**src/rtl/range_pkg.sv**
```systemverilog
// Shared definitions for the range-finder front end.
//   DefaultWidth / DefaultDepth : sample width and frame depth, shared with the range finder.
//   feeder_state_t              : range_burst_feeder FSM states.
package range_pkg;

  localparam int unsigned DefaultWidth = 10;
  localparam int unsigned DefaultDepth = 8;

  typedef enum logic [1:0] {
    IDLE  = 2'd0,
    FILL  = 2'd1,
    DROP  = 2'd2,
    BURST = 2'd3
  } feeder_state_t;

endpackage

```
**src/rtl/range_burst_feeder_if.sv**
```systemverilog
// Sample-stream interface between the input pins, the feeder and the range finder.
//   in_data/in_valid/in_last/in_ready : upstream valid/ready sample stream.
//   out_data/out_go/out_finish        : burst towards the range finder.
// Modports: master = upstream source and burst sink, slave = the feeder.
interface range_burst_feeder_if
  import range_pkg::*;
#(
  parameter int unsigned WIDTH = DefaultWidth
) ();

  logic [WIDTH-1:0] in_data;
  logic             in_valid;
  logic             in_last;
  logic             in_ready;
  logic [WIDTH-1:0] out_data;
  logic             out_go;
  logic             out_finish;

  modport master (
    output in_data,
    output in_valid,
    output in_last,
    input  in_ready,
    input  out_data,
    input  out_go,
    input  out_finish
  );

  modport slave (
    input  in_data,
    input  in_valid,
    input  in_last,
    output in_ready,
    output out_data,
    output out_go,
    output out_finish
  );

endinterface

```
**src/rtl/range_sample_buf.sv**
```systemverilog
// Frame buffer: DEPTH x WIDTH register array.
//   clk_i   : clock
//   clr_i   : synchronous clear of every entry (has priority over the write)
//   we_i    : write enable, waddr_i / wdata_i : write address and data
//   raddr_i : combinational read address, rdata_o : read data
module range_sample_buf #(
  parameter int unsigned WIDTH = 10,
  parameter int unsigned DEPTH = 8
) (
  input  logic                     clk_i,
  input  logic                     clr_i,
  input  logic                     we_i,
  input  logic [$clog2(DEPTH)-1:0] waddr_i,
  input  logic [WIDTH-1:0]         wdata_i,
  input  logic [$clog2(DEPTH)-1:0] raddr_i,
  output logic [WIDTH-1:0]         rdata_o
);

  logic [WIDTH-1:0] mem_q [DEPTH];

  always_ff @(posedge clk_i) begin
    if (clr_i) begin
      mem_q <= '{default: '0};
    end else if (we_i) begin
      mem_q[waddr_i] <= wdata_i;
    end
  end

  assign rdata_o = mem_q[raddr_i];

endmodule

```
**src/rtl/range_burst_feeder.sv**
```systemverilog
// Upstream feeder for the range finder. Collects a frame of up to DEPTH samples over a
// valid/ready stream, then replays it as a gap-free burst: out_go with the first sample,
// one sample per cycle, out_finish on the cycle after the last. Oversized frames are
// discarded and flagged with the sticky overflow_err.
//   clock, reset  : single clock, synchronous active-high reset
//   bus (slave)   : in_* sample stream and out_* burst (see range_burst_feeder_if)
//   busy          : a frame is being collected, dropped or replayed
//   overflow_err  : sticky, a frame exceeded DEPTH; cleared by reset only
//   frame_count   : only with RANGE_FEEDER_FRAME_COUNT_EN; completed bursts, wraps at 255
module range_burst_feeder
  import range_pkg::*;
#(
  parameter int unsigned WIDTH = DefaultWidth,
  parameter int unsigned DEPTH = DefaultDepth
) (
  input  logic                 clock,
  input  logic                 reset,
  range_burst_feeder_if.slave  bus,
  output logic                 busy,
  output logic                 overflow_err
`ifdef RANGE_FEEDER_FRAME_COUNT_EN
  ,
  output logic [7:0]           frame_count
`endif
);

  localparam int unsigned AW = $clog2(DEPTH);
  // One extra bit so a full frame of DEPTH samples is representable.
  localparam int unsigned CW = AW + 1;

  feeder_state_t    state_q, state_d;
  logic [CW-1:0]    count_q, count_d;
  logic [CW-1:0]    rptr_q, rptr_d;
  logic [CW-1:0]    rnext;
  logic [WIDTH-1:0] out_data_q, out_data_d;
  logic             out_go_q, out_go_d;
  logic             out_fin_q, out_fin_d;
  logic             in_ready_q, in_ready_d;
  logic             ovf_q, ovf_d;
  logic             accept;

  logic             buf_clr;
  logic             buf_we;
  logic [AW-1:0]    buf_waddr;
  logic [AW-1:0]    buf_raddr;
  logic [WIDTH-1:0] buf_rdata;

  range_sample_buf #(
    .WIDTH (WIDTH),
    .DEPTH (DEPTH)
  ) u_buf (
    .clk_i   (clock),
    .clr_i   (buf_clr),
    .we_i    (buf_we),
    .waddr_i (buf_waddr),
    .wdata_i (bus.in_data),
    .raddr_i (buf_raddr),
    .rdata_o (buf_rdata)
  );

  assign accept = bus.in_valid & in_ready_q;
  assign rnext  = rptr_q + CW'(1);

  always_comb begin
    state_d    = state_q;
    count_d    = count_q;
    rptr_d     = rptr_q;
    out_data_d = '0;
    out_go_d   = 1'b0;
    out_fin_d  = 1'b0;
    ovf_d      = ovf_q;
    buf_clr    = reset;
    buf_we     = 1'b0;
    buf_waddr  = count_q[AW-1:0];
    buf_raddr  = '0;

    unique case (state_q)
      IDLE: begin
        if (accept) begin
          buf_we    = 1'b1;
          buf_waddr = '0;
          count_d   = CW'(1);
          if (bus.in_last) begin
            // Single-sample frame: sample 0 is not in the buffer yet, present it directly.
            state_d    = BURST;
            rptr_d     = '0;
            out_go_d   = 1'b1;
            out_data_d = bus.in_data;
          end else begin
            state_d = FILL;
          end
        end
      end

      FILL: begin
        if (accept) begin
          if (count_q == CW'(DEPTH)) begin
            // Sample DEPTH+1: discard the frame, finish it in DROP unless it ends here.
            ovf_d   = 1'b1;
            buf_clr = 1'b1;
            count_d = '0;
            state_d = bus.in_last ? IDLE : DROP;
          end else begin
            buf_we  = 1'b1;
            count_d = count_q + CW'(1);
            if (bus.in_last) begin
              state_d    = BURST;
              rptr_d     = '0;
              out_go_d   = 1'b1;
              out_data_d = buf_rdata;
            end
          end
        end
      end

      DROP: begin
        if (accept && bus.in_last) begin
          state_d = IDLE;
        end
      end

      BURST: begin
        // rptr_q is the sample on the outputs now; prefetch the next one.
        buf_raddr = rnext[AW-1:0];
        if (rnext < count_q) begin
          out_data_d = buf_rdata;
          rptr_d     = rnext;
        end else if (rnext == count_q) begin
          out_fin_d = 1'b1;
          rptr_d    = rnext;
        end else begin
          state_d = IDLE;
          count_d = '0;
          rptr_d  = '0;
        end
      end

      default: begin
        state_d = IDLE;
      end
    endcase

    in_ready_d = (state_d != BURST);
  end

  always_ff @(posedge clock) begin
    if (reset) begin
      state_q    <= IDLE;
      count_q    <= '0;
      rptr_q     <= '0;
      out_data_q <= '0;
      out_go_q   <= 1'b0;
      out_fin_q  <= 1'b0;
      in_ready_q <= 1'b0;
      ovf_q      <= 1'b0;
    end else begin
      state_q    <= state_d;
      count_q    <= count_d;
      rptr_q     <= rptr_d;
      out_data_q <= out_data_d;
      out_go_q   <= out_go_d;
      out_fin_q  <= out_fin_d;
      in_ready_q <= in_ready_d;
      ovf_q      <= ovf_d;
    end
  end

`ifdef RANGE_FEEDER_FRAME_COUNT_EN
  logic [7:0] frame_count_q;

  always_ff @(posedge clock) begin
    if (reset) begin
      frame_count_q <= '0;
    end else if (out_fin_d) begin
      frame_count_q <= frame_count_q + 8'd1;
    end
  end

  assign frame_count = frame_count_q;
`endif

  assign bus.in_ready   = in_ready_q;
  assign bus.out_data   = out_data_q;
  assign bus.out_go     = out_go_q;
  assign bus.out_finish = out_fin_q;
  assign busy           = (state_q != IDLE);
  assign overflow_err   = ovf_q;

endmodule

```
**src/flat_wrapper.sv**
```systemverilog
// flat-port wrapper written by rule: the top's interface ports become plain ports
module range_burst_feeder_flat import range_pkg::*;
#(
  parameter int unsigned WIDTH = DefaultWidth,
  parameter int unsigned DEPTH = DefaultDepth
)
  (clock, reset, busy, overflow_err, bus_in_data, bus_in_valid, bus_in_last, bus_in_ready, bus_out_data, bus_out_go, bus_out_finish);
  range_burst_feeder_if #(.WIDTH(WIDTH)) bus_i ();
  input  logic clock;
  input  logic reset;
  output logic busy;
  output logic overflow_err;
  input wire logic [$bits(bus_i.in_data)-1:0] bus_in_data;
  input wire logic [$bits(bus_i.in_valid)-1:0] bus_in_valid;
  input wire logic [$bits(bus_i.in_last)-1:0] bus_in_last;
  output wire logic [$bits(bus_i.in_ready)-1:0] bus_in_ready;
  output wire logic [$bits(bus_i.out_data)-1:0] bus_out_data;
  output wire logic [$bits(bus_i.out_go)-1:0] bus_out_go;
  output wire logic [$bits(bus_i.out_finish)-1:0] bus_out_finish;
  assign bus_i.in_data = bus_in_data;
  assign bus_i.in_valid = bus_in_valid;
  assign bus_i.in_last = bus_in_last;
  assign bus_in_ready = bus_i.in_ready;
  assign bus_out_data = bus_i.out_data;
  assign bus_out_go = bus_i.out_go;
  assign bus_out_finish = bus_i.out_finish;
  range_burst_feeder #(.WIDTH(WIDTH), .DEPTH(DEPTH)) u_core (.clock(clock), .reset(reset), .bus(bus_i), .busy(busy), .overflow_err(overflow_err));
endmodule
```
**config.mk**
```make
export PLATFORM = sky130hd
export DESIGN_NAME = range_burst_feeder_flat
export DESIGN_NICKNAME = d
export VERILOG_FILES = /design/src/rtl/range_pkg.sv /design/src/rtl/range_burst_feeder_if.sv /design/src/rtl/range_sample_buf.sv /design/src/rtl/range_burst_feeder.sv /design/src/flat_wrapper.sv
export SDC_FILE = /design/constraint.sdc
export NUM_CORES = 1
export LEC_CHECK = 0
export BUFFER_PORTS_ARGS = -buffer_cell sky130_fd_sc_hd__buf_4
export CORE_UTILIZATION = 61
export CTS_BUF_LIST = sky130_fd_sc_hd__clkbuf_16
export CTS_CLUSTER_DIAMETER = 120
export DETAILED_ROUTE_END_ITERATION = 6
export GPL_ROUTABILITY_DRIVEN = 0
export GPL_TIMING_DRIVEN = 0
export PLACE_DENSITY = 0.85
export SLEW_MARGIN = 20
export SYNTH_ARGS = -nofsm -noshare
export SYNTH_HDL_FRONTEND = slang
export SYNTH_SLANG_ARGS = --single-unit
```
**constraint.sdc**
```tcl
create_clock -name clock -period 2.95 [get_ports clock]
set_clock_uncertainty 0.1 [all_clocks]
set_input_delay 0.59 -clock clock [delete_from_list [all_inputs] [get_ports clock]]
set_output_delay 0.59 -clock clock [all_outputs]
set_load 0.02 [all_outputs]
```
Yosys cells after proc, flatten, opt, wreduce, memory -nomap -nowiden

Index checks and enable logic that the tools add are counted.

Bits of input ports: 14
Register bits after elaboration: 104
Output and inout bits: 15
Latch bits: 0
Memory bits (writable): 0
Memories: 0
Memory bits (read-only): 0

Magnitude comparators: 4
Equality and inequality tests: 11
Bitwise logic cells: 4
$add $sub $neg: 2
Divide/modulo/power cells: 0
Mux-type cells: 52
Reduce and logical (&&, ||, !) cells: 9
Multiply operators: 0
Shift-type cells: 0

Operators with widths:

| cell                  | count |
|---|---|
| $mux W10              | 9 |
| $bwmux W80            | 1 |
| $mux W4               | 11 |
| $bmux W10 S3          | 1 |
| $demux W10 S3         | 1 |
| $pmux W10 S3          | 1 |
| $pmux W4 S3           | 2 |
| $mux W2               | 9 |
| $mux W1               | 11 |
| $mux W3               | 3 |
| $add A4 B1 Y4 const B | 2 |
| $ge A4 B4 Y1 const B  | 2 |
| $ne A2 B2 Y1 const B  | 4 |
| $not A3 Y4            | 2 |
| $pmux W2 S4           | 1 |
| $reduce_and A5 Y1     | 1 |
| $eq A2 B2 Y1 const B  | 2 |
| $eq A4 B4 Y1          | 1 |
| $eq A4 B4 Y1 const B  | 1 |
| $lt A4 B1 Y1 const B  | 1 |
| $lt A4 B4 Y1          | 1 |
| $ne A2 B1 Y1 const B  | 2 |
| $pmux W1 S2           | 2 |
| $reduce_and A4 Y1     | 1 |
| other kinds (9)       | 10 |

Depth between registers and ports, before layout

Gate-level depths: netlist (run 1).

Depth after elaboration: 10
Gate-level depth with buffers: 9
Mapped depth without buffers: 7

By module

From an unflattened synthesis (run 1), not the netlist that was laid out.

Cells, all modules: 548
Area total of the unflattened synthesis: 4798.4 µm²

Modules (own cells, without submodules):

| module             | cells each | instances | area an instance (µm²) | sequential area each (µm²) |
|---|---|---|---|---|
| range_sample_buf   | 405        | 1         | 3584.7                 | 1601.5 |
| range_burst_feeder | 143        | 1         | 1213.7                 | 480.5 |

Worst setup path after synthesis (run 1)

No wires, ideal clock.

Path type: reg-to-reg
Start point: register u_core.rptr_q[0]
End point: register u_core.rptr_q[2]
Stages on the path, launching flop included: 10
Slack: 0.477 ns
Buffers on the path: 2
Period minus slack after synthesis: 2.473 ns
Data required time: 2.728 ns
Arrival: 2.251 ns
Setup time: 0.122 ns
Cell sequence: dfxtp_1 buf_4 clkbuf_1 nand3_1 xnor2_1 ha_1 and4_1 a21oi_1 nor3_1 a221o_1

Longest elaborated chain between the ends: 5
Elaborated cells on any way between the ends: 6
Classes of those cells: add/sub (1); order compare (1); eq/ne (1); mux (3)

RTL lines:

| what                                                 | RTL line                  | text |
|---|---|---|
| start: declaration                                   | range_burst_feeder.sv:33  | `logic [CW-1:0] rptr_q, rptr_d;` |
| start signal: assignment                             | range_burst_feeder.sv:159 | `rptr_q <= rptr_d;` |
| $add A4 B1 Y4 *                                      | range_burst_feeder.sv:62  | `assign rnext = rptr_q + CW'(1);` |
| branches (longest 2 deep; another with $lt A4 B4 Y1) | n/a                       |  |
| $mux W4 *                                            | range_burst_feeder.sv:125 | `if (rnext < count_q) begin` |
| $pmux W4 S3 *                                        | range_burst_feeder.sv:77  | `unique case (state_q)` |

Every way passes the cells marked *.
A chain may end at the register's enable or synchronous reset.

Final worst setup path (run 1)

Ends and elaborated chain as after synthesis.

==> results of run 1 <==
## worst max path at each step
stage / startpoint / to / slack (ns) / cells after the start
CTS: u_core.rptr_q[0] / u_core.rptr_q[2] / 0.30 / 8
finish: u_core.rptr_q[0] / u_core.rptr_q[2] / 0.20 / 8
global placement: u_core.rptr_q[0] / u_core.rptr_q[2] / 0.03 / 9
global route: u_core.rptr_q[0] / u_core.rptr_q[2] / 0.02 / 8
floorplan: u_core.rptr_q[0] / u_core.rptr_q[2] / 0.48 / 9
detailed placement: u_core.rptr_q[0] / u_core.rptr_q[2] / -0.07 / 9
## report_power, final
part	switching, mW	leakage [nW]	internal [mW]
clock network	0.560	0.159	0.754
registers	0.0117	0.840	1.42
logic	0.150	1.37	0.0737
## logic make-up (layout without fill, tap and decap cells)
| group | count (synthesis) | count (layout) | share of synthesized area |
|---|---|---|---|
| AO/OA/AOI/OAI | 88 | 88 | 0.114 |
| XOR/XNOR | 3 | 3 | 0.00533 |
| adder cells (fa/ha/maj) | 7 | 7 | 0.0178 |
| buffers and inverters | 60 | 92 | 0.0627 |
| flip-flops | 104 | 104 | 0.423 |
| multiplexers | 100 | 100 | 0.206 |
| AND/OR/NAND/NOR | 175 | 175 | 0.171 |
## metal layers
metal  wire, um  track usage  vias up
met5          0            0        -
met4        618        0.210        0
met3        980       0.0614       48
met2       6260        0.521      244
met1       5410        0.388     2000
li1           -            -     1927
## worst max-delay path: cells and delay by family (launching register included)
family | cells | cell delay [ns]
compound gates | 3 | 0.79
xor+xnor | 1 | 0.29
fa+ha+maj | 1 | 0.33
buf+inv | 1 | 0.26
flops | 1 | 0.37
simple gates | 2 | 0.54
## registers in the layout, indices dropped and copies added, names as in the netlist
name                   flops
u_core.bus.out_go          1
u_core.state_q             2
u_core.overflow_err        1
u_core.u_buf.mem_q        80
u_core.bus.out_data       10
u_core.bus.in_ready        1
u_core.rptr_q              4
u_core.count_q             4
u_core.bus.out_finish      1
## layout by cell type, fill, tap and decap left out, drive strengths merged, types with 2 or more instances in the layout
cell    count
nand3      15
o21ai      26
inv        18
a21oi      27
clkbuf     13
nor2       92
clkinv      2
a221oi     12
buf        57
and2        2
ha          7
and3       11
a211oi      2
o22ai       8
or2         3
nor3        7
and4        2
nor2b       2
nand2      29
o211ai      2
dfxtp     104
a22o        2
bufinv      2
mux2i      90
or3         3
xnor2       2
nand3b      2
mux2       10
## final cells by class
cell class / instances / area, um^2 / area share
Inverter: 16 / 60.1 / 0.0109
Multi-Input combinational cell: 373 / 2530 / 0.460
Buffer: 43 / 245 / 0.0445
Clock inverter: 6 / 103 / 0.0186
Sequential cell: 104 / 2080 / 0.378
Timing Repair Buffer: 18 / 135 / 0.0245
Tap cell: 102 / 128 / 0.0232
Clock buffer: 9 / 225 / 0.0409
## metrics by stage
stage	cell area (um^2)	setup slack (ns)	utilization	hold WS [ns]	power, mW
global route	5510	0.0219	0.710	0.416	3.03
floorplan	4930	0.477	-	0.351	1.61
finish	5510	0.198	0.710	0.392	2.97
CTS	5510	0.303	0.710	0.397	2.96
detailed placement	5190	-0.0684	0.668	0.378	1.68
global placement	5190	0.0265	0.668	0.355	1.67
==> metrics, run 1 <==
syn nets around 560; Num CTS Buffers 9; Hold Path Class flip-flop to flip-flop; fin cells approximately 670; Mean Syn Cell Area 9.17 um^2; crit path kind flip-flop to flip-flop; Post-synth EDFFs 0; CP cell instances buf_4 > nand3_1 > xnor2_1 > ha_1 > a21oi_1 > a21oi_1 > nor3_1 > a221o_1; Worst setup SP type flip-flop; Final min period 2.75 ns; fin crit share 0.933; Synthesis Warnings 0; Antenna Nets Post-Route 0; share of the synthesized area in the top cell type 0.423; fraction of layout cells with a size suffix above 1 0.153; area grow syn2layout 11.9%; Required @ worst endpoint approximately 3.1 ns; Slew @ Worst Pin 0.571 ns; total global routing track utilization 0.321; IO Pins 29; Initial Utilization 0.634; worst skew pair latency 0.35 ns; status finished clean; RSZ-0062 raised after global routing no; drt total wl 13300 um; reg2reg setup slack 0.20 ns; Slew Viols, Final 0; Synth Flop Type dfxtp_1; Max-slew headroom 0.617; Resized Gates After CTS 0; Crit path top cell by count a21oi_1; via-per-instance ratio 6.29; postcts setup bufs 0; Die Wd 91.9 um; max_cap viols 0; Lkg Pwr approximately 2.4 nW; Post-DP HPWL 8800 um; deepest clock path buffer count 2; Critical Path Max Stage Delay ~0.42 ns; Cells after DPL 657; hold-fix buffers at CTS 0; fmax 363 MHz; die area 8440 um^2; Worst VDD drop 0.482 mV; filler instances 559; Reg2Reg Launch Point u_core.rptr_q[0]; first-pass GRT wire length 20800 um; cells after synthesis 537; Core Rows 32; height of the die 91.9 um; drt first pass iters 5; core region area 7770 um^2; final setup violating endpoints 0; Crit Reg-Reg Endpoint u_core.rptr_q[2]; CTS tree done; hold_sp u_core.overflow_err; pin count of the biggest net entering global routing 19; vias in the first global route 4186; # clock sinks 104; # DRC 0; Synth area leader dfxtp_1; Synth cell types 56; count leader, synth dfxtp_1; setup TNS 0 ns; final count of hold timing violations 0; Worst path slowest cell nor3_1; Port Buf Inserts 18; PD cells 538 nW/um^2; GRT overflow 0; Async SR Flop Fraction 0; CP arrival 2.94 ns; n_diodes 0; H-tree Lvls 3; WHS Endpoint u_core.overflow_err; Critical Path Fanout Max 18; register area share after synthesis 0.423; synthesized area 4930 um^2; initial antenna violation count 0; flops & latches, synth 104; synth cell count leaders dfxtp_1, mux2i_1, nor2_1; Initial DRC Count 427; Worst Hold Depth 2; wire per inst 19.8 um; Worst-path clk slew 0.07 ns; synth top area cells dfxtp_1, mux2i_1, nor2_1, a21oi_1, buf_2; fin nets around 590; R2R cell count 8; CP Capture Type flip-flop; vias 4219; CTS root buf clkbuf_16
Power figures use the tool's default switching activity.
==> inputs of run 2 (changes only) <==
--- a/config.mk
+++ b/config.mk
@@ -6,13 +6,15 @@
 export NUM_CORES = 1
 export LEC_CHECK = 0
 export BUFFER_PORTS_ARGS = -buffer_cell sky130_fd_sc_hd__buf_4
-export CORE_UTILIZATION = 61
+export CELL_PAD_IN_SITES_DETAIL_PLACEMENT = 0
+export CELL_PAD_IN_SITES_GLOBAL_PLACEMENT = 1
+export CORE_UTILIZATION = 47
 export CTS_BUF_LIST = sky130_fd_sc_hd__clkbuf_16
 export CTS_CLUSTER_DIAMETER = 120
 export DETAILED_ROUTE_END_ITERATION = 6
 export GPL_ROUTABILITY_DRIVEN = 0
 export GPL_TIMING_DRIVEN = 0
-export PLACE_DENSITY = 0.85
+export PLACE_DENSITY = 0.84
 export SLEW_MARGIN = 20
 export SYNTH_ARGS = -nofsm -noshare
 export SYNTH_HDL_FRONTEND = slang
==> metrics, run 2 (synthesis results as in run 1) <==
final count of hold timing violations 0 (unchanged); CP Capture Type flip-flop (unchanged); total global routing track utilization 0.242 (was 0.321); drt first pass iters 5 (unchanged); IO Pins 29 (unchanged); Slew @ Worst Pin 0.677 ns (was 0.571 ns); crit path kind flip-flop to flip-flop (unchanged); area grow syn2layout 12.6% (was 11.9%); CP arrival 2.80 ns (was 2.94 ns); H-tree Lvls 3 (unchanged); P_sw 750 uW (was 721 uW); sw frac 0.256 (was 0.243); Port Buf Inserts 18 (unchanged); Slew Viols, Final 0 (unchanged); Crit path top cell by count a21oi_1 (unchanged); # clock sinks 104 (unchanged); Initial DRC Count 282 (was 427); n_diodes 0 (unchanged); RSZ-0062 raised after global routing no (unchanged); vias 4028 (was 4219); Clock power frac 0.437 (was 0.443); drt total wl 12800 um (was 13300 um); vias in the first global route 3753 (was 4186); wire per inst 18.1 um (was 19.8 um); worst skew pair latency 0.35 ns (about the same); Buffers & Inverters on Critical Path 1 (unchanged); commonest non-fill, non-tap cell in the layout dfxtp_1 (unchanged); hold_ws 0.374 ns (was 0.392 ns); CTS root buf clkbuf_16 (unchanged); Required @ worst endpoint 3.15 ns (was 3.14 ns); CP delay by family, top compound AO/OA/AOI/OAI gates (unchanged); die area 10900 um^2 (was 8440 um^2); status finished clean (unchanged); Critical Path Max Stage Delay 0.42 ns (about the same); fraction of layout cells with a size suffix above 1 0.154 (was 0.153); PD cells 528 nW/um^2 (was 538 nW/um^2); Initial Utilization 0.481 (was 0.634); Resized Gates After CTS 0 (unchanged); commonest non-fill, non-tap cells in the layout dfxtp_1, nor2_1, mux2i_1 (unchanged); Post-DP HPWL 8700 um (was 8800 um); height of the die 104 um (was 91.9 um); via-per-instance ratio 5.71 (was 6.29); fin nets 586 (unchanged); CTS tree done (unchanged); Critical Path Fanout Max 18 (unchanged); Combinational Power Share 0.075 (about the same); Place WS -0.0287 ns (was -0.0684 ns); pin count of the biggest net entering global routing 21 (was 19); GRT overflow 0 (unchanged); initial antenna violation count 0 (unchanged); Antenna Nets Post-Route 0 (unchanged); Hold Path Class flip-flop to flip-flop (unchanged); Final min period 2.61 ns (was 2.75 ns); Worst-path clk slew 0.07 ns (about the same); final setup violating endpoints 0 (unchanged); power consumption 2.93 mW (was 2.97 mW); Worst VDD drop 0.363 mV (was 0.482 mV); core region area 10200 um^2 (was 7770 um^2); max_cap viols 0 (unchanged); hold-fix buffers at CTS 0 (unchanged); Worst setup SP type flip-flop (unchanged); deepest clock path buffer count 2 (unchanged); fin util 0.542 (was 0.710); final worst setup slack 0.344 ns (was 0.198 ns); cell internal pwr 2.18 mW (was 2.25 mW); Num CTS Buffers 9 (unchanged); Top reg by flops u_core.u_buf.mem_q (unchanged); first-pass GRT wire length 20400 um (was 20800 um); postcts setup bufs 0 (unchanged); CP cell instances buf_4 > nand3_1 > xnor2_1 > ha_1 > a21oi_1 > a21oi_1 > nor3_1 > a221o_1 (unchanged); Max-slew headroom 0.548 (was 0.617); Worst path slowest cell nor3_1 (unchanged); fin crit share 0.883 (was 0.933); setup TNS 0 ns (unchanged); Core Rows 37 (was 32); Lkg Pwr 2.36 nW (was 2.37 nW); part of the power in registers 0.488 (was 0.482); Die Wd 104 um (was 91.9 um); # DRC 0 (unchanged); fmax 384 MHz (was 363 MHz); max FFs per register 80 (unchanged); filler instances 952 (was 559)
## run 2: cell types whose count changed in the layout (fill, tap and decap cells not counted)
cell	before	now
inv_8	0	2
bufinv_16	2	1
## run 2: per-layer routing
metal  vias up  GRT usage  wire (um)
li1       1918          -          -
met1      1943      0.322       5750
met2       146      0.395       6000
met3        21     0.0420        732
met4         0     0.0827        327
met5         -          0          0
## run 2: worst paths after layout
kind	start	end	slack (ns)	cells past startpoint
min reg2reg	u_core.overflow_err	u_core.overflow_err	0.37	2
max reg2reg	u_core.rptr_q[0]	u_core.rptr_q[2]	0.34	8
max	u_core.rptr_q[0]	u_core.rptr_q[2]	0.34	8
min	u_core.overflow_err	u_core.overflow_err	0.37	2
## run 2: final cells by class
class	count	area, um^2	share of cell area
clock buffers	9	225	0.0406
inverters	16	60.1	0.0108
plain buffers	43	245	0.0442
multi-input cells	373	2530	0.457
repair buffers	18	135	0.0244
flip-flops and latches	104	2080	0.375
clock inverters	7	95.1	0.0171
well taps	136	170	0.0307
## run 2: per-stage QoR
step	instance area [um^2]	instances
2_1_floorplan	4930	537
3_3_place_gp	5230	691
3_5_place_dp	5230	691
4_1_cts	5550	706
5_1_grt	5550	706
6_report	5550	706
## run 2: power by group through the flow
stage / Clock [mW] / Combinational [mW] / Sequential (mW)
6_report: 1.28 / 0.220 / 1.43
5_1_grt: 1.35 / 0.237 / 1.43
4_1_cts: 1.29 / 0.217 / 1.43
3_5_place_dp: 0 / 0.216 / 1.46
3_3_place_gp: 0 / 0.214 / 1.46
2_1_floorplan: 0 / 0.144 / 1.46
## run 2: worst reg2reg max path: cells and delay by family, from the launching register on
kind	cells	cell delay [ns]
buffers and inverters	1	0.27
DFF	1	0.37
AOI/OAI and AO/OA	3	0.74
adders and majority gates	1	0.31
xor gates and xnor gates	1	0.23
and+or+nand+nor	2	0.54
